===== src/rtl/ecall_responder_if.sv =====
// Request/response and console channels between the WB stage (master) and
// the ecall responder (slave); clk and reset stay outside the bundle.
interface ecall_responder_if;
  logic        req_valid;
  logic        req_ready;
  logic [63:0] req_num;
  logic [63:0] req_a0;
  logic [63:0] req_a1;
  logic [63:0] req_a2;
  logic        resp_valid;
  logic [63:0] resp_result;
  logic        con_valid;
  logic [7:0]  con_data;
  logic        con_ready;
  logic        halted;
  logic [7:0]  exit_code;

  modport master (
    output req_valid, req_num, req_a0, req_a1, req_a2, con_ready,
    input  req_ready, resp_valid, resp_result, con_valid, con_data, halted, exit_code
  );

  modport slave (
    input  req_valid, req_num, req_a0, req_a1, req_a2, con_ready,
    output req_ready, resp_valid, resp_result, con_valid, con_data, halted, exit_code
  );
endinterface


===== src/rtl/ecall_responder.sv =====
// Hardware ecall service (exit, brk, getpid, console putchar) with a console TX FIFO.
// Define ECALL_CYCLE_CNT_EN to add a free-running cycle counter served as syscall 113.
module ecall_responder #(
  parameter int          FIFO_DEPTH  = 8,
  parameter logic [63:0] BRK_INIT    = 64'h0000_0000_0100_0000,
  parameter logic [63:0] BRK_LIMIT   = 64'h0000_0000_1000_0000,
  parameter logic [63:0] PID         = 64'd1,
  parameter logic [63:0] PUTCHAR_NUM = 64'd1024
) (
  input  logic               clk,
  input  logic               reset,
  ecall_responder_if.slave   bus
);

  localparam int PTR_W = $clog2(FIFO_DEPTH);
  localparam int CNT_W = PTR_W + 1;

  localparam logic [63:0] NUM_EXIT       = 64'd93;
  localparam logic [63:0] NUM_EXIT_GROUP = 64'd94;
  localparam logic [63:0] NUM_BRK        = 64'd214;
  localparam logic [63:0] NUM_GETPID     = 64'd172;
  localparam logic [63:0] ENOSYS_RESULT  = 64'hFFFF_FFFF_FFFF_FFDA;

  typedef enum logic [2:0] {IDLE, EXEC, WAIT_FIFO, RESP, LOCK, HALTED} state_t;

  state_t      state;
  logic        req_ready;
  logic        resp_valid;
  logic [63:0] resp_result;
  logic        halted;
  logic [7:0]  exit_code;
  logic [63:0] brk;
  logic [63:0] num_q;
  logic [63:0] a0_q;
  logic [7:0]  char_q;

  logic [7:0]       mem [FIFO_DEPTH];
  logic [PTR_W-1:0] wr_ptr, rd_ptr, rd_next;
  logic [CNT_W-1:0] count, count_next;
  logic             con_valid;
  logic [7:0]       con_data, head_next;
  logic             push, pop, full;

  assign bus.req_ready   = req_ready;
  assign bus.resp_valid  = resp_valid;
  assign bus.resp_result = resp_result;
  assign bus.halted      = halted;
  assign bus.exit_code   = exit_code;
  assign bus.con_valid   = con_valid;
  assign bus.con_data    = con_data;

  // NOTE: every always_comb output gets a default first so no latch is inferred.
  always_comb begin
    pop  = con_valid && bus.con_ready;
    full = (count == CNT_W'(FIFO_DEPTH));
    push = 1'b0;
    if (state == EXEC)
      push = (num_q == PUTCHAR_NUM) && !full;
    else if (state == WAIT_FIFO)
      push = !full || pop;
    rd_next    = pop ? rd_ptr + PTR_W'(1) : rd_ptr;
    count_next = count + CNT_W'(push) - CNT_W'(pop);
    // The byte being written becomes the head when it lands on the new read slot.
    if (count_next == '0)
      head_next = 8'h00;
    else if (push && (wr_ptr == rd_next))
      head_next = char_q;
    else
      head_next = mem[rd_next];
  end

  // NOTE: the storage array has no reset; occupancy and pointers define validity.
  always_ff @(posedge clk) begin
    if (push)
      mem[wr_ptr] <= char_q;
  end

  always_ff @(posedge clk or negedge reset) begin
    if (!reset) begin
      wr_ptr    <= '0;
      rd_ptr    <= '0;
      count     <= '0;
      con_valid <= 1'b0;
      con_data  <= 8'h00;
    end else begin
      if (push)
        wr_ptr <= wr_ptr + PTR_W'(1);
      rd_ptr    <= rd_next;
      count     <= count_next;
      con_valid <= (count_next != '0);
      con_data  <= head_next;
    end
  end

`ifdef ECALL_CYCLE_CNT_EN
  logic [63:0] cycle_cnt;

  always_ff @(posedge clk or negedge reset) begin
    if (!reset)
      cycle_cnt <= '0;
    else
      cycle_cnt <= cycle_cnt + 64'd1;
  end
`endif

  always_ff @(posedge clk or negedge reset) begin
    if (!reset) begin
      state       <= IDLE;
      req_ready   <= 1'b1;
      resp_valid  <= 1'b0;
      resp_result <= '0;
      halted      <= 1'b0;
      exit_code   <= 8'h00;
      brk         <= BRK_INIT;
      num_q       <= '0;
      a0_q        <= '0;
      char_q      <= 8'h00;
    end else begin
      resp_valid <= 1'b0;
      case (state)
        IDLE: begin
          if (bus.req_valid && req_ready) begin
            num_q     <= bus.req_num;
            a0_q      <= bus.req_a0;
            char_q    <= bus.req_a1[7:0];
            req_ready <= 1'b0;
            state     <= EXEC;
          end
        end
        EXEC: begin
          state      <= RESP;
          resp_valid <= 1'b1;
          if (num_q == NUM_EXIT || num_q == NUM_EXIT_GROUP) begin
            halted     <= 1'b1;
            exit_code  <= a0_q[7:0];
            resp_valid <= 1'b0;
            state      <= HALTED;
          end else if (num_q == NUM_BRK) begin
            if (a0_q != '0 && a0_q >= BRK_INIT && a0_q < BRK_LIMIT) begin
              brk         <= a0_q;
              resp_result <= a0_q;
            end else begin
              resp_result <= brk;
            end
          end else if (num_q == NUM_GETPID) begin
            resp_result <= PID;
          end else if (num_q == PUTCHAR_NUM) begin
            if (full) begin
              resp_valid <= 1'b0;
              state      <= WAIT_FIFO;
            end else begin
              resp_result <= 64'd1;
            end
`ifdef ECALL_CYCLE_CNT_EN
          end else if (num_q == 64'd113) begin
            resp_result <= cycle_cnt;
`endif
          end else begin
            resp_result <= ENOSYS_RESULT;
          end
        end
        WAIT_FIFO: begin
          if (push) begin
            resp_result <= 64'd1;
            resp_valid  <= 1'b1;
            state       <= RESP;
          end
        end
        RESP:    state <= LOCK;
        LOCK: begin
          req_ready <= 1'b1;
          state     <= IDLE;
        end
        HALTED:  state <= HALTED;
        default: state <= IDLE;
      endcase
    end
  end

endmodule

===== src/flat_wrapper.sv =====
// flat-port wrapper written by rule: the top's interface ports become plain ports
module ecall_responder_flat 
#(
  parameter int          FIFO_DEPTH  = 8,
  parameter logic [63:0] BRK_INIT    = 64'h0000_0000_0100_0000,
  parameter logic [63:0] BRK_LIMIT   = 64'h0000_0000_1000_0000,
  parameter logic [63:0] PID         = 64'd1,
  parameter logic [63:0] PUTCHAR_NUM = 64'd1024
)
  (clk, reset, bus_req_valid, bus_req_num, bus_req_a0, bus_req_a1, bus_req_a2, bus_con_ready, bus_req_ready, bus_resp_valid, bus_resp_result, bus_con_valid, bus_con_data, bus_halted, bus_exit_code);
  ecall_responder_if bus_i ();
  input  logic clk;
  input  logic reset;
  input wire logic [$bits(bus_i.req_valid)-1:0] bus_req_valid;
  input wire logic [$bits(bus_i.req_num)-1:0] bus_req_num;
  input wire logic [$bits(bus_i.req_a0)-1:0] bus_req_a0;
  input wire logic [$bits(bus_i.req_a1)-1:0] bus_req_a1;
  input wire logic [$bits(bus_i.req_a2)-1:0] bus_req_a2;
  input wire logic [$bits(bus_i.con_ready)-1:0] bus_con_ready;
  output wire logic [$bits(bus_i.req_ready)-1:0] bus_req_ready;
  output wire logic [$bits(bus_i.resp_valid)-1:0] bus_resp_valid;
  output wire logic [$bits(bus_i.resp_result)-1:0] bus_resp_result;
  output wire logic [$bits(bus_i.con_valid)-1:0] bus_con_valid;
  output wire logic [$bits(bus_i.con_data)-1:0] bus_con_data;
  output wire logic [$bits(bus_i.halted)-1:0] bus_halted;
  output wire logic [$bits(bus_i.exit_code)-1:0] bus_exit_code;
  assign bus_i.req_valid = bus_req_valid;
  assign bus_i.req_num = bus_req_num;
  assign bus_i.req_a0 = bus_req_a0;
  assign bus_i.req_a1 = bus_req_a1;
  assign bus_i.req_a2 = bus_req_a2;
  assign bus_i.con_ready = bus_con_ready;
  assign bus_req_ready = bus_i.req_ready;
  assign bus_resp_valid = bus_i.resp_valid;
  assign bus_resp_result = bus_i.resp_result;
  assign bus_con_valid = bus_i.con_valid;
  assign bus_con_data = bus_i.con_data;
  assign bus_halted = bus_i.halted;
  assign bus_exit_code = bus_i.exit_code;
  ecall_responder #(.FIFO_DEPTH(FIFO_DEPTH), .BRK_INIT(BRK_INIT), .BRK_LIMIT(BRK_LIMIT), .PID(PID), .PUTCHAR_NUM(PUTCHAR_NUM)) u_core (.clk(clk), .reset(reset), .bus(bus_i));
endmodule

===== config.mk =====
export PLATFORM = sky130hd
export DESIGN_NAME = ecall_responder_flat
export DESIGN_NICKNAME = d
export VERILOG_FILES = /design/src/rtl/ecall_responder_if.sv /design/src/rtl/ecall_responder.sv /design/src/flat_wrapper.sv
export SDC_FILE = /design/constraint.sdc
export NUM_CORES = 1
export LEC_CHECK = 0
export BUFFER_PORTS_ARGS = -buffer_cell sky130_fd_sc_hd__buf_2
export CAP_MARGIN = 10
export CORE_MARGIN = 10
export CORE_UTILIZATION = 55
export DETAILED_ROUTE_END_ITERATION = 6
export PLACE_DENSITY = 0.88
export SETUP_SLACK_MARGIN = 0.1
export SLEW_MARGIN = 20
export SYNTH_ARGS = -nofsm -noshare
export SYNTH_HDL_FRONTEND = slang
export SYNTH_SLANG_ARGS = --single-unit

===== constraint.sdc =====
create_clock -name clk -period 7.6 [get_ports clk]
set_clock_uncertainty 0.1 [all_clocks]
set_input_delay 1.9 -clock clk [delete_from_list [all_inputs] [get_ports clk]]
set_output_delay 1.9 -clock clk [all_outputs]
set_load 0.01 [all_outputs]

==> metrics <==
Finished Layout Cells=1,628; Internal Pwr Total=0.00455 W; async set-or-reset flop fraction in the synthesized netlist=slightly above 80%; CTS tree=done; area taken by multi-input logic gates=4730 um^2; Clock Latency Late Sink=~0.52 ns; Clock Pin Slew Worst Setup and Hold Paths=0.06 ns; max frequency=approximately 0.23 GHz; Clock Power Share=27.8%; drt via density=5.50; syn_area_per_cell=about 14 um^2; Final Hold Vio Count=0; Fill cells=around 1,800; syn_nets=between 1,000 and 1,500; power per cell area=around 380 nW/um^2; first-pass GRT wire length=about 51,000 um; worst hold path type=reg -> reg; Setup TNS=0 ns; Iteration-0 DRC Markers=734; commonest non-fill, non-tap cell in the layout=dfrtp_1; initial core utilization=55.5%; Post-CTS Setup Bufs=0; CTS max path bufs=3; Die H=about 180 um; Yosys Warn Count=0; CP startpoint kind=input pin; H-tree Lvls=2; Max rail drop VDD=about 220 uV; combinational share of power=between 20% and 30%; num rows=between 50 and 60; clock sinks=between 300 and 400; Mapped Area=~14,000 um^2; CP Capture Type=flip-flop; worst rel slew slack=roughly 30%; NetSw=0.00193 W; post-route DRC violation count=0; IO Pins=between 300 and 400; antenna viol nets, final=0; Final Max Tran Viols=0; RSZ-0062 raised after global routing=false; Final min period=around 4.3 ns; Worst Max-Slew Pin Slew=1.04 ns; Mapped Cells=~1,000; Sequential Power Share=45.9%; Main synth FF type=dfrtp_1; CTS buffer count=36; Synth-to-Final Area Change=18.7%; Cells after DPL=1,557; Port Buffers=~220; largest net degree at the start of global routing=between 150 and 200; Post-synth EDFFs=between 60 and 70; Cell variety after synth=54; total number of vias=8,960; sequential cell area fraction in the yosys report=between 60% and 70%; Final Cycle Share=between 50 and 60%; antenna violations before repair=10; wire per inst=19.5 um; synthesized flop and latch total=361; post-cts repair resize count=0; hold buffer count at CTS=0; final net count=1,529; Crit Path Class=in -> reg; Core Box Area=roughly 26,000 um^2; max-cap violation count=0; Static Leak=roughly 7.2 nW; WP data arrival=~4.6 ns; vias in the first global route=just under 10,000; status=finished clean; Root Driver=clkbuf_16; switching share of total power=approximately 30%; dpl hpwl=21,700 um; drt total wl=31,800 um; GRT overflow=0; register area=around 9400 um^2; CP Max Fanout=9; area of the die=33,000 um^2; most frequent cells in the layout=295 x dfrtp_1, 222 x buf_2, 149 x mux2_2, 75 x nor2_1, 75 x nand2_1; # setup viols final=0; first-pass iteration count of the detailed router=6; Critical Path RT=roughly 7.9 ns; share of cells above drive strength 1=36.0%; RePlAce Congestion=slightly above 0.8; GRT Total Usage=18.8%; Die X=approximately 180 um
==> metal layers <==
metal  vias to the layer above  routed length, um  track usage (%)
li1                       4160                  -                -
met1                      4516              12500             22.3
met2                       215              16400             32.3
met3                        65               1950             5.05
met4                         4               1010             7.00
met5                         -                 27                0
==> stage by stage <==
stage / instance area (um^2) / worst slack, ns / utilization (%) / power (W) / hold slack [ns]
floorplan: 14400 / 3.37 / - / 0.00415 / 0.349
global placement: 15800 / 2.89 / 61.1 / 0.00457 / 0.348
detailed placement: 15800 / 2.76 / 61.1 / 0.00472 / 0.352
CTS: 17000 / 3.27 / 65.8 / 0.00653 / 0.369
global route: 17000 / 3.17 / 65.9 / 0.00682 / 0.401
finish: 17000 / 3.33 / 65.9 / 0.00648 / 0.365
==> synth_stat cells, drive strengths merged (8+ instances only) <==
cell      n  share of area [%]
nor4     27                1.2
o21ai    35                1.2
clkbuf   27               0.71
buf      27                1.1
mux4      8                1.3
inv      13               0.34
and2     36                1.6
nand2    76                2.0
mux2    149                 12
dfrtp   295                 51
a21oi    50                1.8
nor2     75                2.0
mux2i    59                4.1
edfxtp   64                 13
nand4     8               0.35
o22a     25                1.5
==> path summary, 6_finish.rpt <==
kind / endpoint / slack (ns) / start / depth (start not counted)
worst min-delay path: u_core.bus.halted$_DFFE_PN0P_ / 0.37 / u_core.bus.halted$_DFFE_PN0P_ / 1
min in group asynchronous: u_core.brk[35]$_DFFE_PN0P_ / 1.38 / reset / 1
worst max register to register: u_core.bus.con_data[6]$_DFF_PN0_ / 3.58 / u_core.num_q[19]$_DFFE_PN0P_ / 11
worst max-delay path: u_core.bus.con_data[6]$_DFF_PN0_ / 3.33 / bus_con_ready / 11
max in group asynchronous: u_core.bus.resp_result[4]$_DFFE_PN0P_ / 4.64 / reset / 2
worst min register to register: u_core.bus.halted$_DFFE_PN0P_ / 0.37 / u_core.bus.halted$_DFFE_PN0P_ / 1
==> cells by family after synthesis <==
| group | after synthesis | synth area share [%] |
|---|---|---|
| compound gates | 125 | 5.39 |
| xor+xnor | 11 | 0.776 |
| fa+ha+maj | 8 | 0.750 |
| buf+inv | 67 | 2.15 |
| flops | 361 | 65.2 |
| mux | 216 | 17.1 |
| simple gates | 253 | 8.64 |
==> sequential cells by signal, indices dropped and copies added, names as in the netlist <==
register,flops
u_core.wr_ptr,3
u_core.rd_ptr,3
u_core.bus.con_valid,1
u_core.a0_q,64
u_core.bus.resp_valid,1
u_core.bus.req_ready,1
u_core.num_q,64
u_core.bus.exit_code,8
u_core.mem,64
u_core.state,3
u_core.count,4
u_core.char_q,8
u_core.bus.halted,1
u_core.bus.con_data,8
u_core.bus.resp_result,64
u_core.brk,64
==> power groups by stage <==
stage / clock [W] / combinational, W / sequential [W]
after global routing: 0.00191 / 0.00187 / 0.00305
after detailed placement: 0 / 0.00171 / 0.00300
after CTS: 0.00183 / 0.00173 / 0.00297
after global placement: 0 / 0.00162 / 0.00295
after floorplan: 0 / 0.00123 / 0.00292
final: 0.00180 / 0.00170 / 0.00298
==> final cells by class <==
class | count | share of cell area (%)
flip-flops and latches | 361 | 54.9
multi-input cells | 613 | 27.8
inverters | 13 | 0.286
clock buffers | 53 | 6.38
repair buffers | 236 | 7.26
clock inverters | 9 | 0.786
well taps | 335 | 2.46
diodes | 8 | 0.118
==> critical path, stage by stage <==
cell	delay, ns
buf_2	0.10
nand2_2	0.15
a21oi_1	0.37
a21o_1	0.24
ha_1	0.21
inv_1	0.06
fa_1	0.49
inv_1	0.05
or4_1	0.71
o21ai_0	0.18
a21oi_1	0.09
Power figures use the tool's default switching activity.
